<file path="src/rtl/adc_pkg.sv">
// Shared constants and FSM state encoding for the ADC frame filter.
package adc_pkg;
  localparam int ADC_W = 12;
  localparam logic [1:0] FRAME_CH7 = 2'd0;
  localparam logic [1:0] FRAME_CH5 = 2'd1;
  localparam logic [1:0] FRAME_CH6 = 2'd2;

  typedef enum logic [2:0] {
    ST_IDLE,
    ST_SETTLE,
    ST_CAPTURE,
    ST_UPDATE,
    ST_OUTPUT
  } state_t;
endpackage

</file>
<file path="src/rtl/adc_frame_filter_if.sv">
// Bundle between the ADC controller outputs, the frame filter and navigation logic.
interface adc_frame_filter_if;
  import adc_pkg::*;

  logic [1:0]       data_frame;
  logic [ADC_W-1:0] d_in_ch5;
  logic [ADC_W-1:0] d_in_ch6;
  logic [ADC_W-1:0] d_in_ch7;
  logic [ADC_W-1:0] f_ch5;
  logic [ADC_W-1:0] f_ch6;
  logic [ADC_W-1:0] f_ch7;
  logic [2:0]       line_det;
  logic             out_valid;
  logic             win_full;
  logic             err_overrun;
  state_t           fsm_state;

  // out_valid is a one-cycle strobe with no back-pressure: f_ch*, line_det and
  // win_full are valid in the strobe cycle and hold until the next strobe.
  modport master (
    output data_frame, d_in_ch5, d_in_ch6, d_in_ch7,
    input  f_ch5, f_ch6, f_ch7, line_det, out_valid, win_full, err_overrun, fsm_state
  );
  modport slave (
    input  data_frame, d_in_ch5, d_in_ch6, d_in_ch7,
    output f_ch5, f_ch6, f_ch7, line_det, out_valid, win_full, err_overrun, fsm_state
  );
endinterface

</file>
<file path="src/rtl/adc_frame_filter_mavg_ch.sv">
// One channel: moving-average window, running sum and hysteresis detect bit.
module mavg_ch
  import adc_pkg::*;
#(
  parameter int               AVG_LOG2 = 2,
  parameter logic [ADC_W-1:0] TH_HI    = 12'd1600,
  parameter logic [ADC_W-1:0] TH_LO    = 12'd1400
) (
  input  logic             clk_50,
  input  logic             rst_n,
  input  logic             upd,
  input  logic             out_en,
  input  logic [ADC_W-1:0] sample,
  output logic [ADC_W-1:0] avg,
  output logic             det
);
  localparam int TAPS = 1 << AVG_LOG2;
  localparam int SW   = ADC_W + AVG_LOG2;

  logic [ADC_W-1:0] win [TAPS];
  logic [SW-1:0]    sum;
  logic [ADC_W-1:0] avg_q;
  logic [ADC_W-1:0] avg_new;
  logic             det_q;
  logic             det_new;

  // The sum always equals the window contents, so sum - oldest + sample fits in SW bits.
  always_ff @(posedge clk_50 or negedge rst_n) begin
    if (!rst_n) begin
      for (int i = 0; i < TAPS; i++) win[i] <= '0;
      sum   <= '0;
      avg_q <= '0;
      det_q <= 1'b0;
    end else begin
      if (upd) begin
        sum    <= sum - SW'(win[TAPS-1]) + SW'(sample);
        win[0] <= sample;
        for (int i = 1; i < TAPS; i++) win[i] <= win[i-1];
      end
      if (out_en) begin
        avg_q <= avg_new;
        det_q <= det_new;
      end
    end
  end

  assign avg_new = ADC_W'(sum >> AVG_LOG2);

  always_comb begin
    det_new = det_q;
    if (avg_new >= TH_HI)     det_new = 1'b1;
    else if (avg_new < TH_LO) det_new = 1'b0;
  end

  // New values are visible during the output strobe itself, then held in avg_q/det_q.
  assign avg = out_en ? avg_new : avg_q;
  assign det = out_en ? det_new : det_q;
endmodule

</file>
<file path="src/rtl/adc_frame_filter.sv">
// Detects completed ADC scans, captures ch5/6/7 after settling and filters them.
module adc_frame_filter
  import adc_pkg::*;
#(
  parameter int               AVG_LOG2 = 2,
  parameter int               SETTLE   = 4,
  parameter logic [ADC_W-1:0] TH_HI    = 12'd1600,
  parameter logic [ADC_W-1:0] TH_LO    = 12'd1400
) (
  input  logic               clk_50,
  input  logic               rst_n,
  adc_frame_filter_if.slave  bus
);
  localparam int TAPS = 1 << AVG_LOG2;
  localparam int FW   = AVG_LOG2 + 1;
  localparam int CW   = (SETTLE > 1) ? $clog2(SETTLE) : 1;

  logic [1:0]       frame_m, frame_s, frame_p;
  logic             wrap_evt;
  state_t           state, state_nxt;
  logic [CW-1:0]    cnt, cnt_nxt;
  logic [ADC_W-1:0] cap5, cap6, cap7;
  logic [FW-1:0]    fill;
  logic             win_full_q;
  logic             err_q;
  logic             upd, out_en, fill_sat;

  // A scan ends when the controller wraps from the ch6 slot back to the ch7 slot.
  assign wrap_evt = (frame_p == FRAME_CH6) && (frame_s == FRAME_CH7);
  assign upd      = (state == ST_UPDATE);
  assign out_en   = (state == ST_OUTPUT);
  assign fill_sat = (fill == FW'(TAPS));

  always_ff @(posedge clk_50 or negedge rst_n) begin
    if (!rst_n) begin
      frame_m    <= '0;
      frame_s    <= '0;
      frame_p    <= '0;
      state      <= ST_IDLE;
      cnt        <= '0;
      cap5       <= '0;
      cap6       <= '0;
      cap7       <= '0;
      fill       <= '0;
      win_full_q <= 1'b0;
      err_q      <= 1'b0;
    end else begin
      frame_m <= bus.data_frame;
      frame_s <= frame_m;
      frame_p <= frame_s;
      state   <= state_nxt;
      cnt     <= cnt_nxt;
      if (state == ST_CAPTURE) begin
        cap5 <= bus.d_in_ch5;
        cap6 <= bus.d_in_ch6;
        cap7 <= bus.d_in_ch7;
      end
      if (upd && !fill_sat) fill <= fill + FW'(1);
      if (out_en && fill_sat) win_full_q <= 1'b1;
      if (wrap_evt && state != ST_IDLE) err_q <= 1'b1;
    end
  end

  always_comb begin
    state_nxt = state;
    cnt_nxt   = cnt;
    case (state)
      ST_IDLE: begin
        if (wrap_evt) begin
          state_nxt = ST_SETTLE;
          cnt_nxt   = CW'(SETTLE - 1);
        end
      end
      ST_SETTLE: begin
        if (cnt == '0) state_nxt = ST_CAPTURE;
        else           cnt_nxt   = cnt - CW'(1);
      end
      ST_CAPTURE: state_nxt = ST_UPDATE;
      ST_UPDATE:  state_nxt = ST_OUTPUT;
      ST_OUTPUT:  state_nxt = ST_IDLE;
      default:    state_nxt = ST_IDLE;
    endcase
  end

  mavg_ch #(.AVG_LOG2(AVG_LOG2), .TH_HI(TH_HI), .TH_LO(TH_LO)) u_ch5 (
    .clk_50(clk_50), .rst_n(rst_n), .upd(upd), .out_en(out_en),
    .sample(cap5), .avg(bus.f_ch5), .det(bus.line_det[0])
  );
  mavg_ch #(.AVG_LOG2(AVG_LOG2), .TH_HI(TH_HI), .TH_LO(TH_LO)) u_ch6 (
    .clk_50(clk_50), .rst_n(rst_n), .upd(upd), .out_en(out_en),
    .sample(cap6), .avg(bus.f_ch6), .det(bus.line_det[1])
  );
  mavg_ch #(.AVG_LOG2(AVG_LOG2), .TH_HI(TH_HI), .TH_LO(TH_LO)) u_ch7 (
    .clk_50(clk_50), .rst_n(rst_n), .upd(upd), .out_en(out_en),
    .sample(cap7), .avg(bus.f_ch7), .det(bus.line_det[2])
  );

  assign bus.out_valid   = out_en;
  assign bus.win_full    = win_full_q | (out_en && fill_sat);
  assign bus.err_overrun = err_q;
  assign bus.fsm_state   = state;
endmodule

</file>
<file path="src/flat_wrapper.sv">
// flat-port wrapper written by rule: the top's interface ports become plain ports
module adc_frame_filter_flat import adc_pkg::*;
#(
  parameter int               AVG_LOG2 = 2,
  parameter int               SETTLE   = 4,
  parameter logic [ADC_W-1:0] TH_HI    = 12'd1600,
  parameter logic [ADC_W-1:0] TH_LO    = 12'd1400
)
  (clk_50, rst_n, bus_data_frame, bus_d_in_ch5, bus_d_in_ch6, bus_d_in_ch7, bus_f_ch5, bus_f_ch6, bus_f_ch7, bus_line_det, bus_out_valid, bus_win_full, bus_err_overrun, bus_fsm_state);
  adc_frame_filter_if bus_i ();
  input  logic clk_50;
  input  logic rst_n;
  input wire logic [$bits(bus_i.data_frame)-1:0] bus_data_frame;
  input wire logic [$bits(bus_i.d_in_ch5)-1:0] bus_d_in_ch5;
  input wire logic [$bits(bus_i.d_in_ch6)-1:0] bus_d_in_ch6;
  input wire logic [$bits(bus_i.d_in_ch7)-1:0] bus_d_in_ch7;
  output wire logic [$bits(bus_i.f_ch5)-1:0] bus_f_ch5;
  output wire logic [$bits(bus_i.f_ch6)-1:0] bus_f_ch6;
  output wire logic [$bits(bus_i.f_ch7)-1:0] bus_f_ch7;
  output wire logic [$bits(bus_i.line_det)-1:0] bus_line_det;
  output wire logic [$bits(bus_i.out_valid)-1:0] bus_out_valid;
  output wire logic [$bits(bus_i.win_full)-1:0] bus_win_full;
  output wire logic [$bits(bus_i.err_overrun)-1:0] bus_err_overrun;
  output wire logic [$bits(bus_i.fsm_state)-1:0] bus_fsm_state;
  assign bus_i.data_frame = bus_data_frame;
  assign bus_i.d_in_ch5 = bus_d_in_ch5;
  assign bus_i.d_in_ch6 = bus_d_in_ch6;
  assign bus_i.d_in_ch7 = bus_d_in_ch7;
  assign bus_f_ch5 = bus_i.f_ch5;
  assign bus_f_ch6 = bus_i.f_ch6;
  assign bus_f_ch7 = bus_i.f_ch7;
  assign bus_line_det = bus_i.line_det;
  assign bus_out_valid = bus_i.out_valid;
  assign bus_win_full = bus_i.win_full;
  assign bus_err_overrun = bus_i.err_overrun;
  assign bus_fsm_state = bus_i.fsm_state;
  adc_frame_filter #(.AVG_LOG2(AVG_LOG2), .SETTLE(SETTLE), .TH_HI(TH_HI), .TH_LO(TH_LO)) u_core (.clk_50(clk_50), .rst_n(rst_n), .bus(bus_i));
endmodule
</file>
<file path="config.mk">
export PLATFORM = sky130hd
export DESIGN_NAME = adc_frame_filter_flat
export DESIGN_NICKNAME = d
export VERILOG_FILES = /design/src/rtl/adc_pkg.sv /design/src/rtl/adc_frame_filter_if.sv /design/src/rtl/adc_frame_filter_mavg_ch.sv /design/src/rtl/adc_frame_filter.sv /design/src/flat_wrapper.sv
export SDC_FILE = /design/constraint.sdc
export NUM_CORES = 1
export LEC_CHECK = 0
export ABC_AREA = 1
export CAP_MARGIN = 20
export CORE_ASPECT_RATIO = 0.8
export CORE_MARGIN = 10
export CORE_UTILIZATION = 60
export DETAILED_ROUTE_END_ITERATION = 10
export GPL_TIMING_DRIVEN = 1
export PLACE_DENSITY = 0.92
export SYNTH_ARGS = -nofsm -noshare
export SYNTH_HDL_FRONTEND = slang
export SYNTH_SLANG_ARGS = --single-unit
</file>
<file path="constraint.sdc">
create_clock -name clk_50 -period 2.6 [get_ports clk_50]
set_input_delay 0.78 -clock clk_50 [delete_from_list [all_inputs] [get_ports clk_50]]
set_output_delay 0.78 -clock clk_50 [all_outputs]
set_load 0.005 [all_outputs]
</file>
==> run summary, run 1 <==
SYNTH
--------------------------------------------------------------------------------
Gate Count Post-Synth                                                       1648
Synth area leaders                                                  dfrtp_1 51%, nand2_1 14%, inv_1 8.0%
Net count of the mapped netlist                                             1772
Post-synth top area cell                                                 dfrtp_1
Number of distinct library cells after synthesis                              24
Seq/Total Area, Yosys                                                     0.5058
Mean Syn Cell Area                                                   8.315 sq um
Synthesized cell area                                                13700 sq um
Number of register bits inferred by synthesis                                277
Area share of the largest cell type after synthesis                       0.5058
Number of warnings printed during yosys synthesis                              0

FLOORPLAN
--------------------------------------------------------------------------------
Floorplan die area                                                   29320 sq um
Placeable core area                                                  22500 sq um
Total number of placement rows                                                49
Initial core utilization                                                  0.6090
IO Count                                                                      85
Die Y-Extent                                                        155.2 microns
Width of the die                                                    189.0 microns

GRT
--------------------------------------------------------------------------------
Wire length of the first global-routing pass                        55390 microns
Number of antenna violations at the first check in global routing              0
Total congestion overflow                                                      0
Vias in the first global route                                             11270
Largest net degree at the start of global routing                            150
All-Layer GR Usage                                                        0.2261

STA
--------------------------------------------------------------------------------
Final sum of negative setup slack                                       -5256 ps
Number of endpoints with negative hold slack in the final report               0
Final clock skew                                                        13.15 ps
Final worst-path cycle share                                               1.089
Max-slew violation count                                                       0
Relative slew margins                                                     0.4141
Pin slew with the least headroom to its limit                           878.9 ps
Minimum period implied by the final worst setup slack                    2833 ps
Setup Viol. Count Final                                                       41
Unrepaired setup endpoints after global routing                              yes
Max Fclk                                                              0.3530 GHz
Worst Slack Setup Final                                                -232.7 ps

CLOCK TREE
--------------------------------------------------------------------------------
Clock Latency Late Sink                                                   540 ps
Quantity of hold-fixing buffers added after cts                                0
Clk slew on worst S/H paths                                                60 ps
Maximum clock path buffer count                                                3
Clock Sinks                                                                  277
CTS root buf                                                           clkbuf_16
TritonCTS clock tree                                                       built
Total CTS buffers                                                             27
H-tree depth                                                                   1

DRT
--------------------------------------------------------------------------------
DR vias                                                                    11070
Final antenna-violating net count                                              0
WL per Instance                                                     15.74 microns
DRC                                                                            0
Overall routed net length                                           32970 microns
Number of detailed-route iterations in the first pass                          5
Vias per cell                                                              5.282
1st-iter DRT viols                                                           808

CRITICAL PATH
--------------------------------------------------------------------------------
Crit-path cells                                                     nor3_4, inv_4, buf_6, buf_12, o21ai_2, clkdlybuf4s15_2
Startpoint class of the critical path                                  flip-flop
Worst R2R Start                                                     u_core.bus.fsm_state[0]
WP data required                                                         1820 ps
Worst-case reg-to-reg path depth                                              19
R2R Setup Slk                                                            -140 ps
Capture instance of the worst register-to-register path             u_core.u_ch6.det_q
Critical Path AT                                                         2050 ps
Maximum fanout along the worst path                                            6
Crit path largest cell delay                                              410 ps
Capturing element type of the critical path                          output port
Crit path buf inv count                                                        4
Critical path class                                                 flip-flop to output port
Kind of cell adding the most delay to the critical path             buffers and inverters
Slowest cell on the critical path                                        dfrtp_1

RUN STATUS
--------------------------------------------------------------------------------
Failing checks                                                      setup timing
Outcome                                                             finished, violations left

LAYOUT
--------------------------------------------------------------------------------
Antenna diode instance count                                                   0
Post-layout util                                                          0.7350
Layout overhead on the synthesized area                                   20.69%
Post-layout net count                                                       1893
Layout cells sized above 1                                                0.1213

MIN PATH
--------------------------------------------------------------------------------
Path class of the lowest-slack min-delay path                       input port to async pin

FLOW RUN
--------------------------------------------------------------------------------
Max-cap violations                                                             0

PLACED DESIGN
--------------------------------------------------------------------------------
IO Port Bufs                                                                  84
Final HPWL DP                                                       20080 microns
Final GP Congestion                                                       0.8689

## stage by stage
| step | setup WS (ps) | hold WS [ps] | std cells | instance area, sq um |
|---|---|---|---|---|
| after global routing | -289.2 | 179.1 | 2095 | 16540 |
| final | -232.7 | 157.7 | 2095 | 16540 |
| after floorplan | 490.7 | 331.2 | 1648 | 13700 |
| after detailed placement | -19.84 | 334.7 | 2002 | 14960 |
| after global placement | 43.81 | 332.8 | 2002 | 14960 |
| after CTS | -228.9 | 162.3 | 2096 | 16540 |
## flip-flops by register name, summed over array words and instances (netlist names), 14 cells and up
register	count
u_core.u_ch6.win	48
u_core.u_ch7.win	48
u_core.u_ch6.sum	14
u_core.u_ch5.sum	14
u_core.u_ch7.sum	14
u_core.u_ch5.win	48
## worst register-to-register path, delay by kind of cell (launching register included)
kind / cells / cell delay, ps
simple gates: 3 / 410
buf+inv: 14 / 1650
compound gates: 2 / 170
flops: 1 / 410
## final cells by class
class                      instances  area (sq um)
timing repair buffer             150          1514
fill                            1556          5962
tap                              306         382.9
multi-input combinational       1019          5690
clock buffer                      36         749.5
inverter                         294          1111
sequential                       277          6932
clock inverter                    13         158.9
## layout by cell type, fill, tap and decap left out, types with 14 or more instances in the layout
| cell | count |
|---|---|
| clkbuf_16 | 27 |
| a21oi_1 | 64 |
| nand2_1 | 492 |
| ha_1 | 48 |
| fa_1 | 36 |
| buf_6 | 14 |
| inv_1 | 290 |
| o21ai_0 | 57 |
| clkdlybuf4s50_1 | 42 |
| nor2_1 | 78 |
| xnor2_1 | 14 |
| o21ai_2 | 24 |
| buf_2 | 35 |
| buf_4 | 33 |
| nand3_1 | 56 |
| o21ai_1 | 90 |
| dfrtp_1 | 277 |
## cell families after synthesis
kind of cell	synth area share
AOI/OAI and AO/OA	0.09259
xor gates and xnor gates	0.01214
adders and majority gates	0.09642
buffers and inverters	0.1005
DFF	0.5058
and+or+nand+nor	0.1925
## metal layers
layer  global-route usage  wire length, microns  up-vias
li1                     -                     -     5290
met1               0.2824                 13620     5340
met2               0.3878                 16270      343
met3              0.03329                  1786       92
met4              0.09393                  1301        0
met5                    0                     0        -
## synth_stat cells, drive strengths merged
cell,number
xnor2,14
a21oi,67
nor3,3
dfrtp,277
nand3b,5
buf,37
or2,3
o21ai,179
ha,48
nor2,80
o21a,1
a31o,3
nand4,10
nand3,57
nand2,508
fa,36
clkbuf,21
xor2,5
inv,294
## how the worst max path moves through the flow
stage / slack (ps) / startpoint / to / cells past startpoint
3_5_place_dp: -20 / u_core.bus.fsm_state[0] / bus_f_ch5[7] / 6
3_3_place_gp: 40 / u_core.bus.fsm_state[0] / bus_f_ch5[5] / 6
5_1_grt: -290 / u_core.bus.fsm_state[0] / bus_f_ch7[4] / 6
2_1_floorplan: 490 / u_core.bus.fsm_state[2] / bus_line_det[1] / 7
4_1_cts: -230 / u_core.bus.fsm_state[2] / bus_f_ch5[7] / 8
6_report: -230 / u_core.bus.fsm_state[0] / bus_f_ch7[4] / 6
## what timing repair did
item                                    4_1_cts  5_1_grt
pin swaps                                     7        1
endpoints found under the setup margin       41       43
gates cloned                                  6        0
buffers inserted                             39        0
resized for setup                           284        5
endpoints found under the hold margin         0        0
Power of run 1 is left out: the tool's default activity adds up to more than one toggle a clock period on the data nets, which glitch-free logic cannot reach.
==> run 2, diff against run 1 <==
--- a/config.mk
+++ b/config.mk
@@ -15,4 +15,5 @@
 export PLACE_DENSITY = 0.92
 export SYNTH_ARGS = -nofsm -noshare
 export SYNTH_HDL_FRONTEND = slang
+export SYNTH_HIERARCHICAL = 1
 export SYNTH_SLANG_ARGS = --single-unit
==> run 2 against run 1 <==
Against the previous run: the run still ends with setup timing left; count of clock-buffer cells in the layout rose by 1; global-route usage rose by 0.11 points; flip-flop and latch count did not move; via count rose by 5.5%; first-iteration DRC count rose by 65%; critical path depth rose by 4; largest cell class unchanged; clock skew fell by 1.9 ps.
==> run summary, run 2 <==
SYNTH
--------------------------------------------------------------------------------
Synth area leaders                                                  dfrtp_1 50%, nand2_1 16%, inv_1 7.6%   was dfrtp_1 51%, nand2_1 14%, inv_1 8.0%
Post-synth top area cell                                                 dfrtp_1   unchanged
Number of warnings printed during yosys synthesis                              6   was 0
Number of distinct library cells after synthesis                              29   was 24
Share of async-settable or async-resettable flops after synthesis          1.000   unchanged
Cell types with the highest counts after synthesis                  598 x nand2_1, 285 x inv_1, 277 x dfrtp_1   was 508 x nand2_1, 291 x inv_1, 277 x dfrtp_1
Number of register bits inferred by synthesis                                277   unchanged
Prevailing post-synth register cell                                      dfrtp_1   unchanged
Most repeated cell in the gate-level netlist after synthesis             nand2_1   unchanged
Seq/Total Area, Yosys                                                     0.4952   was 0.5058
Synthesized cell area                                                14000 sq um   was 13700 sq um
Gate Count Post-Synth                                                       1703   was 1648
Net count of the mapped netlist                                             1827   was 1772
Area share of the largest cell type after synthesis                       0.4952   was 0.5058
EDFF count, synth                                                              0   unchanged
Mean Syn Cell Area                                                   8.220 sq um   was 8.315 sq um

FLOORPLAN
--------------------------------------------------------------------------------
Placeable core area                                                  22680 sq um   was 22500 sq um
Total number of placement rows                                                49   unchanged
Width of the die                                                    190.8 microns   was 189.0 microns
IO Count                                                                      85   unchanged
Floorplan die area                                                   29880 sq um   was 29320 sq um
Die Y-Extent                                                        156.6 microns   was 155.2 microns
Initial core utilization                                                  0.6171   was 0.6090

CRITICAL PATH
--------------------------------------------------------------------------------
WP data required                                                         1820 ps   about the same
Capturing element type of the critical path                          output port   unchanged
First element of the critical path                                  u_core/bus.fsm_state[2]   was u_core.bus.fsm_state[0]
R2R Setup Slk                                                              50 ps   was -140 ps
Maximum fanout along the worst path                                            3   was 6
Critical Path AT                                                         2090 ps   was 2050 ps
Worst R2R Start                                                     u_core/u_ch5/sum[11]   was u_core.bus.fsm_state[0]
Startpoint class of the critical path                                  flip-flop   unchanged
Critical path class                                                 flip-flop to output port   unchanged

LAYOUT
--------------------------------------------------------------------------------
Number of fill cells in the layout                                          1495   was 1556
Finished Cell Area                                                   16800 sq um   was 16540 sq um
Most frequent cells in the layout                                   574 x nand2_1, 282 x inv_1, 276 x dfrtp_1   was 492 x nand2_1, 290 x inv_1, 277 x dfrtp_1
Largest regs                                                        u_core/u_ch5/win x48, u_core/u_ch6/win x48, u_core/u_ch7/win x48   was u_core.u_ch5.win x48, u_core.u_ch6.win x48, u_core.u_ch7.win x48
Post-layout net count                                                       1937   was 1893
Antenna diode instance count                                                   0   unchanged
Post-layout util                                                          0.7406   was 0.7350
Most common library cell in the layout ignoring fill and taps            nand2_1   unchanged
Layout cells sized above 1                                                0.1294   was 0.1213
Layout overhead on the synthesized area                                   20.01%   was 20.69%

CLOCK TREE
--------------------------------------------------------------------------------
CTS root buf                                                           clkbuf_16   unchanged
Quantity of hold-fixing buffers added after cts                                0   unchanged
H-tree depth                                                                   1   unchanged
Clock Sinks                                                                  277   unchanged
TritonCTS clock tree                                                       built   unchanged
Total CTS buffers                                                             27   unchanged
Clock Latency Late Sink                                                   540 ps   about the same
Maximum clock path buffer count                                                3   unchanged
Clk slew on worst S/H paths                                                70 ps   was 60 ps

GRT
--------------------------------------------------------------------------------
Vias in the first global route                                             11380   was 11270
Number of antenna violations at the first check in global routing              1   was 0
Total congestion overflow                                                      0   unchanged
All-Layer GR Usage                                                        0.2273   was 0.2261
Largest net degree at the start of global routing                             92   was 150
Wire length of the first global-routing pass                        56030 microns   was 55390 microns

FLOW RUN
--------------------------------------------------------------------------------
Max-cap violations                                                             0   unchanged

STA
--------------------------------------------------------------------------------
Relative slew margins                                                     0.2948   was 0.4141
Setup Viol. Count Final                                                       39   was 41
Unrepaired setup endpoints after global routing                              yes   unchanged
Minimum period implied by the final worst setup slack                    2870 ps   was 2833 ps
Worst Slack Setup Final                                                -270.3 ps   was -232.7 ps
Tightest hold margin                                                    138.8 ps   was 157.7 ps
Max-slew violation count                                                       0   unchanged
Number of endpoints with negative hold slack in the final report               0   unchanged
Pin slew with the least headroom to its limit                            1056 ps   was 878.9 ps
Final worst-path cycle share                                               1.104   was 1.089
Max Fclk                                                              0.3484 GHz   was 0.3530 GHz
Final clock skew                                                        11.29 ps   was 13.15 ps

DRT
--------------------------------------------------------------------------------
1st-iter DRT viols                                                          1334   was 808
Final antenna-violating net count                                              0   unchanged
Number of detailed-route iterations in the first pass                          8   was 5
Overall routed net length                                           35700 microns   was 32970 microns
DRC                                                                            0   unchanged
DR vias                                                                    11680   was 11070
Vias per cell                                                              5.465   was 5.282
WL per Instance                                                     16.71 microns   was 15.74 microns

PLACED DESIGN
--------------------------------------------------------------------------------
Final GP Congestion                                                       0.9296   was 0.8689
Final HPWL DP                                                       22270 microns   was 20080 microns
IO Port Bufs                                                                  84   unchanged
Post-placement worst setup slack                                       -335.0 ps   was -19.84 ps
Area after detailed placement                                        15140 sq um   was 14960 sq um

RUN STATUS
--------------------------------------------------------------------------------
Failing checks                                                      setup timing   unchanged
Outcome                                                             finished, violations left   unchanged

MIN PATH
--------------------------------------------------------------------------------
Path class of the lowest-slack min-delay path                       input port to async pin   unchanged

## run 2: changes by cell type after synthesis, moves of 10 or more
cell,previous run,this run
nand2_1,508,598
o21ai_1,85,11
o21ai_0,93,156
nand3_1,57,105
a21oi_1,67,25
nor2_1,80,43
buf_2,33,19
nand2_2,0,10
## run 2: through the flow
stage          instances  setup TNS, ps
2_1_floorplan       1703              0
3_3_place_gp        2062          -6762
3_5_place_dp        2062          -9241
4_1_cts             2131          -9505
5_1_grt             2137         -11660
6_report            2137          -7925
## run 2: cell families (layout without fill, tap and decap cells)
group | Yosys count | in the layout | share of synthesized area
adders and majority gates | 84 | 84 | 0.09439
AOI/OAI and AO/OA | 201 | 201 | 0.07320
and+or+nand+nor | 785 | 785 | 0.2296
xor gates and xnor gates | 8 | 8 | 0.005006
buffers and inverters | 348 | 476 | 0.1026
DFF | 277 | 277 | 0.4952
## run 2: worst max-delay path, cell delays in order, from the launching register on
cell and delay, ps:
dfrtp_1 370, inv_2 60, nor3_4 210, buf_4 150
buf_8 130, buf_4 120, buf_6 90, nand3_2 90
nand2_2 110, a21oi_2 70, buf_2 140
## run 2: repair_timing
item | 4_1_cts | 5_1_grt
gates resized for setup | 237 | 98
endpoints found under the setup margin | 42 | 43
cloned | 2 | 2
buffers inserted | 20 | 8
pin swaps | 4 | 5
hold endpoints to repair | 0 | 0
## run 2: path summary, 6_finish.rpt
path / to / cells after the start
setup / recovery: bus_line_det[0] / 10
hold / removal: u_core/u_ch7/avg_q[9] / 1
setup reg to reg: u_core/u_ch5/sum[13] / 12
hold reg to reg: u_core/frame_s[0] / 0
max in group asynchronous: u_core/u_ch5/win[34] / 2
min in group clk_50: u_core/frame_s[0] / 0
## run 2: cell type report
cell class	count	area [sq um]	area share
Sequential cell	277	6933	0.4127
Multi-Input combinational cell	1078	6076	0.3617
Timing Repair Buffer	137	1355	0.08066
Inverter	292	1120	0.06666
Clock buffer	37	793.3	0.04722
Tap cell	306	382.9	0.02279
Clock inverter	10	140.1	0.008341
## run 2: routing by layer
metal	global-route usage	vias up	share of wire
met5	0	-	0.00022
met4	0.08009	2	0.035
met3	0.03665	115	0.066
met2	0.3752	525	0.48
met1	0.2991	5594	0.42
li1	-	5443	-
Power of run 2 is left out for the same reason.
==> run 3, diff against run 2 <==
--- a/config.mk
+++ b/config.mk
@@ -5,14 +5,13 @@
 export SDC_FILE = /design/constraint.sdc
 export NUM_CORES = 1
 export LEC_CHECK = 0
-export ABC_AREA = 1
 export CAP_MARGIN = 20
 export CORE_ASPECT_RATIO = 0.8
 export CORE_MARGIN = 10
 export CORE_UTILIZATION = 60
 export DETAILED_ROUTE_END_ITERATION = 10
 export GPL_TIMING_DRIVEN = 1
-export PLACE_DENSITY = 0.92
+export PLACE_DENSITY = 0.93
 export SYNTH_ARGS = -nofsm -noshare
 export SYNTH_HDL_FRONTEND = slang
 export SYNTH_HIERARCHICAL = 1
==> run 3 against run 2 <==
Against the previous run: the run still ends with setup timing left; clock skew down 2.1 ps; synthesized cell count down 35%; synthesized area down 2.7%; sequential share of layout area up 0.20 points; global-route usage down 2.9 points; critical path depth down 3; cell count down 26%; worst hold slack better by 46 ps; cell area down 0.50%; critical endpoint is now bus_f_ch7[5].
==> run summary, run 3 <==
RUN STATUS
--------------------------------------------------------------------------------
Outcome                                                             finished, violations left   unchanged
Failing checks                                                      setup timing   unchanged

SYNTH
--------------------------------------------------------------------------------
Seq/Total Area, Yosys                                                     0.5088   was 0.4952
Mean Syn Cell Area                                                   12.30 sq um   was 8.220 sq um
Area share of the largest cell type after synthesis                       0.5088   was 0.4952
EDFF count, synth                                                              0   unchanged
Number of warnings printed during yosys synthesis                              6   unchanged
Gate Count Post-Synth                                                       1108   was 1703
Post-synth top area cell                                                 dfrtp_1   unchanged
Cell types with the highest counts after synthesis                  277 x dfrtp_1, 187 x mux2_2, 169 x inv_1   was 598 x nand2_1, 285 x inv_1, 277 x dfrtp_1
Number of register bits inferred by synthesis                                277   unchanged
Number of distinct library cells after synthesis                              74   was 29
Net count of the mapped netlist                                             1232   was 1827
Synthesized cell area                                                13620 sq um   was 14000 sq um
Share of async-settable or async-resettable flops after synthesis          1.000   unchanged
Prevailing post-synth register cell                                      dfrtp_1   unchanged
Synth area leaders                                                  dfrtp_1 51%, mux2_2 15%, fa_1 5.3%   was dfrtp_1 50%, nand2_1 16%, inv_1 7.6%
Most repeated cell in the gate-level netlist after synthesis             dfrtp_1   was nand2_1

CRITICAL PATH
--------------------------------------------------------------------------------
Crit path largest cell delay                                              390 ps   was 370 ps
Maximum fanout along the worst path                                            8   was 3
Capturing element type of the critical path                          output port   unchanged
WP data required                                                         1820 ps   about the same
Crit-path cells                                                     nor2_2, and2_4, buf_12, buf_12, buf_6, mux2_4, buf_6   was inv_2, nor3_4, buf_4, buf_8, buf_4, buf_6, nand3_2, nand2_2, a21oi_2, buf_2
Slowest cell on the critical path                                        dfrtp_1   unchanged
Startpoint class of the critical path                                  flip-flop   unchanged
Critical Path AT                                                         2090 ps   about the same
Critical path class                                                 flip-flop to output port   unchanged

LAYOUT
--------------------------------------------------------------------------------
Most frequent cells in the layout                                   277 x dfrtp_1, 167 x inv_1, 154 x mux2_2   was 574 x nand2_1, 282 x inv_1, 276 x dfrtp_1
Number of non-filler instances in the completed layout                      1590   was 2137
Layout cells sized above 1                                                0.3305   was 0.1294
Largest regs                                                        u_core/u_ch5/win x48, u_core/u_ch6/win x48, u_core/u_ch7/win x48   unchanged
Post-layout net count                                                       1390   was 1937
Layout overhead on the synthesized area                                   22.69%   was 20.01%
Post-layout util                                                          0.7470   was 0.7406
Most common library cell in the layout ignoring fill and taps            dfrtp_1   was nand2_1

CLOCK TREE
--------------------------------------------------------------------------------
Clk slew on worst S/H paths                                                60 ps   was 70 ps
Maximum clock path buffer count                                                3   unchanged
CTS root buf                                                           clkbuf_16   unchanged
Clock Latency Late Sink                                                   540 ps   about the same
TritonCTS clock tree                                                       built   unchanged
H-tree depth                                                                   1   unchanged
Clock Sinks                                                                  277   unchanged
Total CTS buffers                                                             27   unchanged

MIN PATH
--------------------------------------------------------------------------------
Path class of the lowest-slack min-delay path                       input port to async pin   unchanged

STA
--------------------------------------------------------------------------------
Number of endpoints with negative hold slack in the final report               0   unchanged
Unrepaired setup endpoints after global routing                              yes   unchanged
Relative slew margins                                                     0.6308   was 0.2948
Pin slew with the least headroom to its limit                           550.1 ps   was 1056 ps
Worst Slack Setup Final                                                -272.2 ps   was -270.3 ps
Minimum period implied by the final worst setup slack                    2872 ps   was 2870 ps
Max-slew violation count                                                       0   unchanged
Tightest hold margin                                                    184.9 ps   was 138.8 ps
Final worst-path cycle share                                               1.105   was 1.104
Max Fclk                                                              0.3482 GHz   was 0.3484 GHz
Setup Viol. Count Final                                                       43   was 39
Final clock skew                                                        9.207 ps   was 11.29 ps

PLACED DESIGN
--------------------------------------------------------------------------------
Final GP Congestion                                                       0.9306   was 0.9296
Final HPWL DP                                                       19380 microns   was 22270 microns
Placed Instances                                                            1510   was 2062
Post-placement worst setup slack                                       -54.12 ps   was -335.0 ps
IO Port Bufs                                                                  84   unchanged

DRT
--------------------------------------------------------------------------------
Vias per cell                                                              5.725   was 5.465
Overall routed net length                                           31320 microns   was 35700 microns
WL per Instance                                                     19.70 microns   was 16.71 microns
DR vias                                                                     9102   was 11680
Number of detailed-route iterations in the first pass                          5   was 8
Final antenna-violating net count                                              0   unchanged
DRC                                                                            0   unchanged
1st-iter DRT viols                                                           759   was 1334

GRT
--------------------------------------------------------------------------------
Total congestion overflow                                                      0   unchanged
Wire length of the first global-routing pass                        48240 microns   was 56030 microns
Largest net degree at the start of global routing                             60   was 92
All-Layer GR Usage                                                        0.1982   was 0.2273
Vias in the first global route                                              9459   was 11380
Number of antenna violations at the first check in global routing              1   unchanged

FLOORPLAN
--------------------------------------------------------------------------------
Placeable core area                                                  22380 sq um   was 22680 sq um
IO Count                                                                      85   unchanged
Floorplan die area                                                   29170 sq um   was 29880 sq um
Width of the die                                                    188.5 microns   was 190.8 microns
Die Y-Extent                                                        154.8 microns   was 156.6 microns
Total number of placement rows                                                49   unchanged
Initial core utilization                                                  0.6088   was 0.6171

FLOW RUN
--------------------------------------------------------------------------------
Max-cap violations                                                             0   unchanged

## run 3: cell count changes after synthesis, moves of 30 or more
cell	delta
mux2_2	+187
nand3_1	-89
nand2_1	-557
o21ai_0	-129
inv_1	-116
mux2_1	+30
## run 3: per-stage QoR
stage	setup TNS, ps	area, sq um
4_1_cts	-9013	16490
2_1_floorplan	0	13630
3_3_place_gp	-22.63	15110
5_1_grt	-11770	16710
6_report	-8496	16720
3_5_place_dp	-152.4	15110
## run 3: logic make-up (layout without fill, tap and decap cells)
family,count (synthesis),in the layout,synth area share
flip-flops,277,277,0.5088
multiplexers,231,231,0.1896
buffers and inverters,208,383,0.06199
AO/OA/AOI/OAI,163,163,0.08091
AND/OR/NAND/NOR,124,124,0.04821
adder cells (fa/ha/maj),84,84,0.09698
XOR/XNOR,21,21,0.01350
other,0,1,0
## run 3: cell type report
type	count	area, sq um
tap	306	382.9
inverter	169	634.4
sequential	277	6932
clock inverter	9	107.6
fill	1352	5662
antenna	1	2.502
timing repair buffer	168	1627
clock buffer	37	763.2
multi-input combinational	623	6267
## run 3: layer usage
layer | wire [microns] | track usage | part of all wire | vias to the layer above
li1 | - | - | - | 4095
met2 | 15730 | 0.3390 | 0.50 | 273
met3 | 1466 | 0.03348 | 0.047 | 79
met5 | 0 | 0 | 0 | -
met1 | 13190 | 0.2556 | 0.42 | 4655
met4 | 934 | 0.05432 | 0.030 | 0
## run 3: what timing repair did
item / CTS / global route
gates cloned: 3 / 0
resized for setup: 238 / 61
hold buffers: 0 / 0
endpoints found under the setup margin: 48 / 59
buffers inserted: 23 / 11
pin swaps: 14 / 31
## run 3: final timing paths
kind | to | slack [ps] | startpoint | cells after the start
worst max register to register | u_core/u_ch7/sum[12] | -20 | u_core/cap7[7] | 8
worst max-delay path | bus_f_ch7[5] | -270 | u_core/bus.fsm_state[0] | 7
worst min register to register | u_core/frame_s[1] | 350 | u_core/frame_m[1] | 0
worst min-delay path | u_core/u_ch6/avg_q[11] | 180 | rst_n | 1
min in group clk_50 | u_core/frame_s[1] | 350 | u_core/frame_m[1] | 0
max in group asynchronous | u_core/u_ch6/win[3] | 1730 | rst_n | 2
## run 3: critical path: cells and delay by family (launching register included)
family / cells / cell delay, ps
multiplexers: 1 / 310
buffers and inverters: 4 / 470
flip-flops: 1 / 390
AND/OR/NAND/NOR: 2 / 380
Power of run 3 is left out for the same reason.
